===== src/rtl/keypad_event_tracker_if.sv =====
`default_nettype none
// ============================================================================
// Module   : keypad_event_tracker_if
// Brief    : Bundle of key-event inputs and key/event-FIFO outputs shared
//            between the PS/2 front end / game logic and the tracker.
// Revision : 1.0 - initial release
// ============================================================================
interface keypad_event_tracker_if #(
    parameter int NUM_KEYS = 16
);
    // Scan code and pulses from the PS/2 front end, plus consumer controls
    logic [8:0]          keyCode;
    logic                make;
    logic                brakee;
    logic                rd_en;
    logic                clr_overflow;

    // Held-key state and head of the event queue
    logic [3:0]          key;
    logic                keyIsValid;
    logic [NUM_KEYS-1:0] keysDown;
    logic                evt_valid;
    logic [3:0]          evt_key;
    logic                evt_repeat;
    logic                fifo_full;
    logic                overflow;

    // Driver side: front end and event consumer
    modport master (
        output keyCode, make, brakee, rd_en, clr_overflow,
        input  key, keyIsValid, keysDown, evt_valid, evt_key,
               evt_repeat, fifo_full, overflow
    );

    // Tracker side
    modport slave (
        input  keyCode, make, brakee, rd_en, clr_overflow,
        output key, keyIsValid, keysDown, evt_valid, evt_key,
               evt_repeat, fifo_full, overflow
    );
endinterface
`default_nettype wire


===== src/rtl/keypad_event_tracker.sv =====
`default_nettype none
// ============================================================================
// Module   : keypad_event_tracker
// Brief    : Numeric-keypad tracker. Decodes PS/2 make/break codes into a
//            held-key bitmap and a "last held key", and queues press (and,
//            optionally, auto-repeat) events in a show-ahead FIFO.
//            Optional feature macro: KEYPAD_AUTOREPEAT_EN (auto-repeat events).
// Revision : 1.0 - initial release
// ============================================================================
module keypad_event_tracker #(
    parameter int NUM_KEYS     = 16,
    parameter int FIFO_DEPTH   = 8,
    parameter int REPEAT_DELAY = 25_000_000,
    parameter int REPEAT_RATE  = 5_000_000
) (
    input  wire logic               clk,
    input  wire logic               reset,
    keypad_event_tracker_if.slave   bus
);

    // ------------------------------------------------------------------------
    // Derived constants
    // ------------------------------------------------------------------------
    localparam int c_addr_w = $clog2(FIFO_DEPTH);
    localparam logic [c_addr_w:0] c_full_count = (c_addr_w + 1)'(FIFO_DEPTH);

`ifdef KEYPAD_AUTOREPEAT_EN
    // Entry = {repeat, key}
    localparam int c_entry_w = 5;
`else
    // Entry = key only; repeat events never exist in this build
    localparam int c_entry_w = 4;
`endif

    // Reject configurations the key field or pointer arithmetic cannot honour
    if ((NUM_KEYS < 1) || (NUM_KEYS > 16) || (FIFO_DEPTH < 2) ||
        ((FIFO_DEPTH & (FIFO_DEPTH - 1)) != 0) ||
        (REPEAT_DELAY < 1) || (REPEAT_RATE < 1)) begin : g_bad_params
        $error("keypad_event_tracker: unsupported parameter set");
    end

    // ------------------------------------------------------------------------
    // Signals
    // ------------------------------------------------------------------------
    logic [3:0]           w_code_idx;
    logic                 w_code_hit;
    logic                 w_code_valid;
    logic [15:0]          w_mask16;
    logic [NUM_KEYS-1:0]  w_key_mask;
    logic [15:0]          w_down16;
    logic                 w_is_down;
    logic                 w_press;
    logic                 w_release;

    logic [NUM_KEYS-1:0]  r_keys_down;
    logic [3:0]           r_key;
    logic                 r_key_valid;

    logic                 w_push;
    logic [c_entry_w-1:0] w_push_data;
    logic                 w_empty;
    logic                 w_full;
    logic                 w_pop;
    logic                 w_wr;
    logic                 w_drop;
    logic [c_entry_w-1:0] w_head;

    logic [c_entry_w-1:0] r_mem [FIFO_DEPTH];
    logic [c_addr_w-1:0]  r_wr_ptr;
    logic [c_addr_w-1:0]  r_rd_ptr;
    logic [c_addr_w:0]    r_count;
    logic                 r_overflow;

    // ------------------------------------------------------------------------
    // Scan-code decode
    // ------------------------------------------------------------------------
    // Map the 9-bit scan code (bit 8 = E0 prefix) onto a key index
    always_comb begin
        w_code_idx = 4'd0;
        w_code_hit = 1'b0;
        case (bus.keyCode)
            9'h070: begin w_code_idx = 4'd0;  w_code_hit = 1'b1; end
            9'h069: begin w_code_idx = 4'd1;  w_code_hit = 1'b1; end
            9'h072: begin w_code_idx = 4'd2;  w_code_hit = 1'b1; end
            9'h07A: begin w_code_idx = 4'd3;  w_code_hit = 1'b1; end
            9'h06B: begin w_code_idx = 4'd4;  w_code_hit = 1'b1; end
            9'h073: begin w_code_idx = 4'd5;  w_code_hit = 1'b1; end
            9'h074: begin w_code_idx = 4'd6;  w_code_hit = 1'b1; end
            9'h06C: begin w_code_idx = 4'd7;  w_code_hit = 1'b1; end
            9'h075: begin w_code_idx = 4'd8;  w_code_hit = 1'b1; end
            9'h07D: begin w_code_idx = 4'd9;  w_code_hit = 1'b1; end
            9'h077: begin w_code_idx = 4'd10; w_code_hit = 1'b1; end
            9'h14A: begin w_code_idx = 4'd11; w_code_hit = 1'b1; end
            9'h07C: begin w_code_idx = 4'd12; w_code_hit = 1'b1; end
            9'h07B: begin w_code_idx = 4'd13; w_code_hit = 1'b1; end
            9'h079: begin w_code_idx = 4'd14; w_code_hit = 1'b1; end
            9'h071: begin w_code_idx = 4'd15; w_code_hit = 1'b1; end
            default: begin
                w_code_idx = 4'd0;
                w_code_hit = 1'b0;
            end
        endcase
    end

    // Keys beyond NUM_KEYS are treated like unknown codes
    assign w_code_valid = w_code_hit && ({28'd0, w_code_idx} < 32'(NUM_KEYS));
    assign w_mask16     = 16'd1 << w_code_idx;
    assign w_key_mask   = w_mask16[NUM_KEYS-1:0];
    assign w_down16     = 16'(r_keys_down);
    assign w_is_down    = w_down16[w_code_idx];

    // A simultaneous make+break is a break; typematic makes are swallowed
    assign w_release = bus.brakee && w_code_valid && w_is_down;
    assign w_press   = bus.make && !bus.brakee && w_code_valid && !w_is_down;

    // ------------------------------------------------------------------------
    // Held-key state
    // ------------------------------------------------------------------------
    // Track the bitmap and the most recently pressed key still held
    always_ff @(posedge clk) begin
        if (reset) begin
            r_keys_down <= '0;
            r_key       <= 4'd0;
            r_key_valid <= 1'b0;
        end else if (w_press) begin
            r_keys_down <= r_keys_down | w_key_mask;
            r_key       <= w_code_idx;
            r_key_valid <= 1'b1;
        end else if (w_release) begin
            r_keys_down <= r_keys_down & ~w_key_mask;
            // Releasing the current key drops valid but keeps its number
            if (w_code_idx == r_key) begin
                r_key_valid <= 1'b0;
            end
        end
    end

    // ------------------------------------------------------------------------
    // Event source: press events, plus auto-repeat when enabled
    // ------------------------------------------------------------------------
`ifdef KEYPAD_AUTOREPEAT_EN
    localparam int c_rep_max = (REPEAT_DELAY > REPEAT_RATE) ? REPEAT_DELAY : REPEAT_RATE;
    localparam int c_cnt_w   = ($clog2(c_rep_max) > 0) ? $clog2(c_rep_max) : 1;
    localparam logic [c_cnt_w-1:0] c_delay_last = c_cnt_w'(REPEAT_DELAY - 1);
    localparam logic [c_cnt_w-1:0] c_rate_last  = c_cnt_w'(REPEAT_RATE - 1);

    logic [c_cnt_w-1:0] r_rep_cnt;
    logic               r_rep_first;
    logic               w_rep_due;

    // First repeat waits REPEAT_DELAY cycles, later ones REPEAT_RATE cycles
    assign w_rep_due = r_key_valid &&
                       ((r_rep_first  && (r_rep_cnt == c_delay_last)) ||
                        (!r_rep_first && (r_rep_cnt == c_rate_last)));

    // Hold-time counter, restarted by a fresh press or by losing the key
    always_ff @(posedge clk) begin
        if (reset) begin
            r_rep_cnt   <= '0;
            r_rep_first <= 1'b1;
        end else if (w_press || !r_key_valid) begin
            r_rep_cnt   <= '0;
            r_rep_first <= 1'b1;
        end else if (w_rep_due) begin
            r_rep_cnt   <= '0;
            r_rep_first <= 1'b0;
        end else begin
            r_rep_cnt   <= r_rep_cnt + c_cnt_w'(1);
        end
    end

    // A press due in the same cycle as a repeat takes the single push slot
    assign w_push      = w_press || w_rep_due;
    assign w_push_data = w_press ? {1'b0, w_code_idx} : {1'b1, r_key};
`else
    assign w_push      = w_press;
    assign w_push_data = w_code_idx;
`endif

    // ------------------------------------------------------------------------
    // Show-ahead event FIFO
    // ------------------------------------------------------------------------
    assign w_empty = (r_count == '0);
    assign w_full  = (r_count == c_full_count);
    assign w_pop   = bus.rd_en && !w_empty;
    // A pop in the same cycle frees the slot, so a full FIFO still accepts
    assign w_wr    = w_push && (!w_full || w_pop);
    assign w_drop  = w_push && w_full && !w_pop;

    // Storage array; contents are only observed when the FIFO is non-empty
    always_ff @(posedge clk) begin
        if (w_wr) begin
            r_mem[r_wr_ptr] <= w_push_data;
        end
    end

    // Pointers and occupancy; power-of-two depth lets pointers wrap naturally
    always_ff @(posedge clk) begin
        if (reset) begin
            r_wr_ptr <= '0;
            r_rd_ptr <= '0;
            r_count  <= '0;
        end else begin
            if (w_wr) begin
                r_wr_ptr <= r_wr_ptr + c_addr_w'(1);
            end
            if (w_pop) begin
                r_rd_ptr <= r_rd_ptr + c_addr_w'(1);
            end
            case ({w_wr, w_pop})
                2'b10:   r_count <= r_count + (c_addr_w + 1)'(1);
                2'b01:   r_count <= r_count - (c_addr_w + 1)'(1);
                default: r_count <= r_count;
            endcase
        end
    end

    // Sticky drop flag; a drop in the clearing cycle keeps it set
    always_ff @(posedge clk) begin
        if (reset) begin
            r_overflow <= 1'b0;
        end else if (w_drop) begin
            r_overflow <= 1'b1;
        end else if (bus.clr_overflow) begin
            r_overflow <= 1'b0;
        end
    end

    // ------------------------------------------------------------------------
    // Outputs
    // ------------------------------------------------------------------------
    assign w_head         = r_mem[r_rd_ptr];
    assign bus.key        = r_key;
    assign bus.keyIsValid = r_key_valid;
    assign bus.keysDown   = r_keys_down;
    assign bus.evt_valid  = !w_empty;
    assign bus.evt_key    = w_empty ? 4'd0 : w_head[3:0];
`ifdef KEYPAD_AUTOREPEAT_EN
    assign bus.evt_repeat = !w_empty && w_head[4];
`else
    assign bus.evt_repeat = 1'b0;
`endif
    assign bus.fifo_full  = w_full;
    assign bus.overflow   = r_overflow;

endmodule
`default_nettype wire


===== src/flat_wrapper.sv =====
// flat-port wrapper written by rule: the top's interface ports become plain ports
module keypad_event_tracker_flat 
#(
    parameter int NUM_KEYS     = 16,
    parameter int FIFO_DEPTH   = 8,
    parameter int REPEAT_DELAY = 25_000_000,
    parameter int REPEAT_RATE  = 5_000_000
)
  (clk, reset, bus_keyCode, bus_make, bus_brakee, bus_rd_en, bus_clr_overflow, bus_key, bus_keyIsValid, bus_keysDown, bus_evt_valid, bus_evt_key, bus_evt_repeat, bus_fifo_full, bus_overflow);
  keypad_event_tracker_if #(.NUM_KEYS(NUM_KEYS)) bus_i ();
  input  wire logic clk;
  input  wire logic reset;
  input wire logic [$bits(bus_i.keyCode)-1:0] bus_keyCode;
  input wire logic [$bits(bus_i.make)-1:0] bus_make;
  input wire logic [$bits(bus_i.brakee)-1:0] bus_brakee;
  input wire logic [$bits(bus_i.rd_en)-1:0] bus_rd_en;
  input wire logic [$bits(bus_i.clr_overflow)-1:0] bus_clr_overflow;
  output wire logic [$bits(bus_i.key)-1:0] bus_key;
  output wire logic [$bits(bus_i.keyIsValid)-1:0] bus_keyIsValid;
  output wire logic [$bits(bus_i.keysDown)-1:0] bus_keysDown;
  output wire logic [$bits(bus_i.evt_valid)-1:0] bus_evt_valid;
  output wire logic [$bits(bus_i.evt_key)-1:0] bus_evt_key;
  output wire logic [$bits(bus_i.evt_repeat)-1:0] bus_evt_repeat;
  output wire logic [$bits(bus_i.fifo_full)-1:0] bus_fifo_full;
  output wire logic [$bits(bus_i.overflow)-1:0] bus_overflow;
  assign bus_i.keyCode = bus_keyCode;
  assign bus_i.make = bus_make;
  assign bus_i.brakee = bus_brakee;
  assign bus_i.rd_en = bus_rd_en;
  assign bus_i.clr_overflow = bus_clr_overflow;
  assign bus_key = bus_i.key;
  assign bus_keyIsValid = bus_i.keyIsValid;
  assign bus_keysDown = bus_i.keysDown;
  assign bus_evt_valid = bus_i.evt_valid;
  assign bus_evt_key = bus_i.evt_key;
  assign bus_evt_repeat = bus_i.evt_repeat;
  assign bus_fifo_full = bus_i.fifo_full;
  assign bus_overflow = bus_i.overflow;
  keypad_event_tracker #(.NUM_KEYS(NUM_KEYS), .FIFO_DEPTH(FIFO_DEPTH), .REPEAT_DELAY(REPEAT_DELAY), .REPEAT_RATE(REPEAT_RATE)) u_core (.clk(clk), .reset(reset), .bus(bus_i));
endmodule

===== config.mk =====
export PLATFORM = sky130hd
export DESIGN_NAME = keypad_event_tracker_flat
export DESIGN_NICKNAME = d
export VERILOG_FILES = /design/src/rtl/keypad_event_tracker_if.sv /design/src/rtl/keypad_event_tracker.sv /design/src/flat_wrapper.sv
export SDC_FILE = /design/constraint.sdc
export NUM_CORES = 1
export LEC_CHECK = 0
export ABC_AREA = 1
export ABC_CLOCK_PERIOD_IN_PS = 4950
export BUFFER_PORTS_ARGS = -buffer_cell sky130_fd_sc_hd__buf_2
export CAP_MARGIN = 0
export CORE_MARGIN = 2
export CORE_UTILIZATION = 56
export DETAILED_ROUTE_END_ITERATION = 7
export PLACE_DENSITY = 0.89
export SYNTH_ARGS = -nofsm -noshare
export SYNTH_HDL_FRONTEND = slang
export SYNTH_SLANG_ARGS = --single-unit
export TNS_END_PERCENT = 100

===== constraint.sdc =====
create_clock -name clk -period 4.95 [get_ports clk]
set_input_delay 0 -clock clk [delete_from_list [all_inputs] [get_ports clk]]
set_output_delay 0 -clock clk [all_outputs]
set_load 0.01 [all_outputs]

==> flow_summary.ini <==
[logic_synthesis]
synthDistinctLibCells = 32
synth_enable_flop_cells = 32
yosys-top-cells-count = nand2_1, nor2_1, inv_1, o21ai_0, dfxtp_1
synth_warnings = 0
synth_top_flop_cell = dfxtp_1
ys_seq_elements = 67
synth-seq-area-share = 0.482
post_synth_instance_area_um2 = 3450
postSynth.asyncResetShare = 0
mappedNetlistNets = 460
synth.largest_area_cell = edfxtp_1
synth_top_cell_area_share = 0.278
synth_top_cells_by_area = edfxtp_1, dfxtp_1, nand2_1
average_cell_area_after_synthesis_um2 = 7.81
synthesis.instances = 442
post-synth-top-count-cell = nand2_1

[critical_path]
timing.reg2reg.worst_path_depth = 10
timing.critical_path.cells = buf_2, inv_1, nand2_2, nor2_1, nand2_1, nand2_1, nor2_1, nand3_1, inv_1, nand3_1, nand3_2, nand3_4, nor2_4, inv_2, or2_4, nor3_1
critical_path_sink = u_core.r_mem[6][1]$_DFFE_PP_
cp-end-kind = flop
cp-start-kind = input pin
cp_top_family = simple AND/OR/NAND/NOR gates
slack_of_the_worst_reg_to_reg_path_ns = 2.62
worst_path_required_ns = 4.94
crit_slowest_cell = nand3_1
worst-setup-path-type = in2reg
crit_path_start = bus_keyCode[7]
regToRegEndpoint = u_core.r_mem[6][1]$_DFFE_PP_
worst_path_largest_cell_delay_ns = 0.50
worstPathArrival_ns = 3.00
buffers_plus_inverters_on_the_worst_setup_path = 4
critPathMaxFanout = 18
crit_cells = 16

[cts]
insertion_delay_ns = 0.35
clk_transition_reported_paths_ns = 0.08
postCtsResizedCells = 0
clock_buffers_created_by_tritoncts = 9
clock_tree.htree_level_count = 3
cts_tree = done
clkSinkCount = 67
ctsRootBufferMaster = clkbuf_8
cts_buffer_depth = 2

[timing]
setup_total_negative_slack_ns = 0
worst_slew_margin_rel = 0.515
fin_skew_ns = 0.00506
worstMarginPinSlew_ns = 0.722
post-route-min-period_ns = 3.01
timing.fmax_mhz = 332
finalHoldViolCount = 0
timing.final.crit_share = 0.608
grt_setup_unrepaired = no
report.final.setup_viol = 0
timing_max_transition_violations_final = 0

[global_routing]
number_of_global_route_vias_before_repair = 2962
groute.usage.overall = 0.260
grt_remaining_overflow = 0
pin_count_of_the_biggest_net_entering_global_routing = 24
grt_first_pass_wirelength_um = 13100
antenna_found_initial = 0

[cells_and_area]
layout.filler_cells = 539
design.final.nets = 504
diodes = 0
regArea_um2 = 1660
share_of_layout_cells_above_drive_strength_1 = 0.187
syn_to_final_growth_pct = 12.7
multi_input_area_um2 = 1550

[power]
static-leakage-power_nw = 1.71
power_density_nw_per_um2 = 374
totalPowerFinal_mw = 1.45
vdd.ir_drop.worst_v = 0.000250

[placement]
post_dp_hpwl_um = 5790
gp_routability_congestion = 0.921
io_buffer_count = 42

[detailed_routing]
drt_wl_total_um = 8040
firstDrtPassIters = 5
vias = 3105
avgViaCountPerCell = 5.49
detail_route.wl_per_cell_um = 14.2
remaining_drc_errors = 0
drt_iter0_markers = 205
detail-route-antenna-nets = 0

[floorplanning]
io-pin-count = 44
core_area_um2 = 5960
floorplan.die.width_um = 82.5
die_area_um2 = 6810
dieHeight_um = 82.5
initial_utilization = 0.579
rows = 28

[run_status]
status = finished, final reports clean

[run]
drv_cap = 0

[min_path]
worst_hold_path_type = in2reg
-- final cells by class --
cell class / instances / area share
Clock inverter: 7 / 0.0138
Multi-Input combinational cell: 314 / 0.397
Timing Repair Buffer: 43 / 0.0566
Clock buffer: 9 / 0.0318
Inverter: 51 / 0.0492
Sequential cell: 67 / 0.427
Tap cell: 75 / 0.0241
-- metal layers --
metal | track usage | share of wire | wire length, um | vias up
met1 | 0.297 | 0.41 | 3270 | 1435
li1 | - | - | - | 1541
met2 | 0.458 | 0.51 | 4130 | 112
met4 | 0.108 | 0.019 | 155 | 0
met5 | 0 | 0 | 0 | -
met3 | 0.0685 | 0.061 | 487 | 17
-- kinds of logic (layout without fill, tap and decap cells) --
group	after synthesis	count (layout)	synth area share
other	1	1	0.00109
DFF	67	67	0.482
xor gates and xnor gates	5	5	0.0127
buffers and inverters	61	110	0.0707
AOI/OAI and AO/OA	77	77	0.115
adders and majority gates	3	3	0.0109
and+or+nand+nor	228	228	0.308
-- worst reg2reg max path: stages (launching register included) --
cell and delay (ns):
dfxtp_1 0.35, nand2_1 0.08, nand2_1 0.05, nand2_1 0.05, nand3_1 0.09, nand3_2 0.14, nand3_4 0.21, nor2_4 0.20
inv_2 0.07, or2_4 0.26, nor3_1 0.47
-- power by group --
part | internal (mW) | leakage (nW) | total [mW] | switching [mW]
registers | 0.608 | 0.576 | 0.657 | 0.0489
logic | 0.139 | 1.04 | 0.392 | 0.254
clock network | 0.185 | 0.0935 | 0.405 | 0.221
-- metrics by stage --
stage	area (um^2)	std cells	hold slack [ns]	util	worst slack, ns
floorplan	3450	442	0.0691	-	2.57
global placement	3700	549	0.252	0.622	1.91
detailed placement	3700	549	0.266	0.622	1.68
CTS	3890	566	0.0164	0.653	2.02
global route	3890	566	0.0237	0.653	1.77
finish	3890	566	0.0335	0.653	1.94
-- what timing repair did --
action	4_1_cts	5_1_grt
setup endpoints to repair	0	0
buffers inserted	0	0
hold endpoints to repair	1	0
hold buffers	1	0
-- cells in the final DEF (no fill, tap or decap), types with 3 or more instances in the layout --
cell,netlist,layout
nand2_1,88,88
nor2_1,71,71
inv_1,43,43
buf_2,3,42
o21ai_0,39,39
dfxtp_1,35,35
edfxtp_1,32,32
nand3_1,28,28
a21oi_1,24,24
nand2_2,12,12
nor3_1,11,11
clkbuf_8,0,9
inv_2,8,8
o21ai_1,5,5
nor2_4,4,4
o22ai_1,4,4
a31oi_1,4,4
xor2_1,4,4
clkinv_4,0,4
nand3_2,3,3
nand4_1,3,3
ha_1,3,3
-- worst min-delay path by stage --
stage                     start                               end  slack, ns  cells after the start
2_1_floorplan             reset                              flop       0.07                      1
3_3_place_gp   bus_clr_overflow  u_core.bus.overflow$_SDFFE_PP0P_       0.25                      4
3_5_place_dp   bus_clr_overflow  u_core.bus.overflow$_SDFFE_PP0P_       0.27                      4
4_1_cts                   reset                              flop       0.02                      2
5_1_grt                   reset                              flop       0.02                      2
6_report                  reset                              flop       0.03                      2
(Power assumes the default switching activity.)
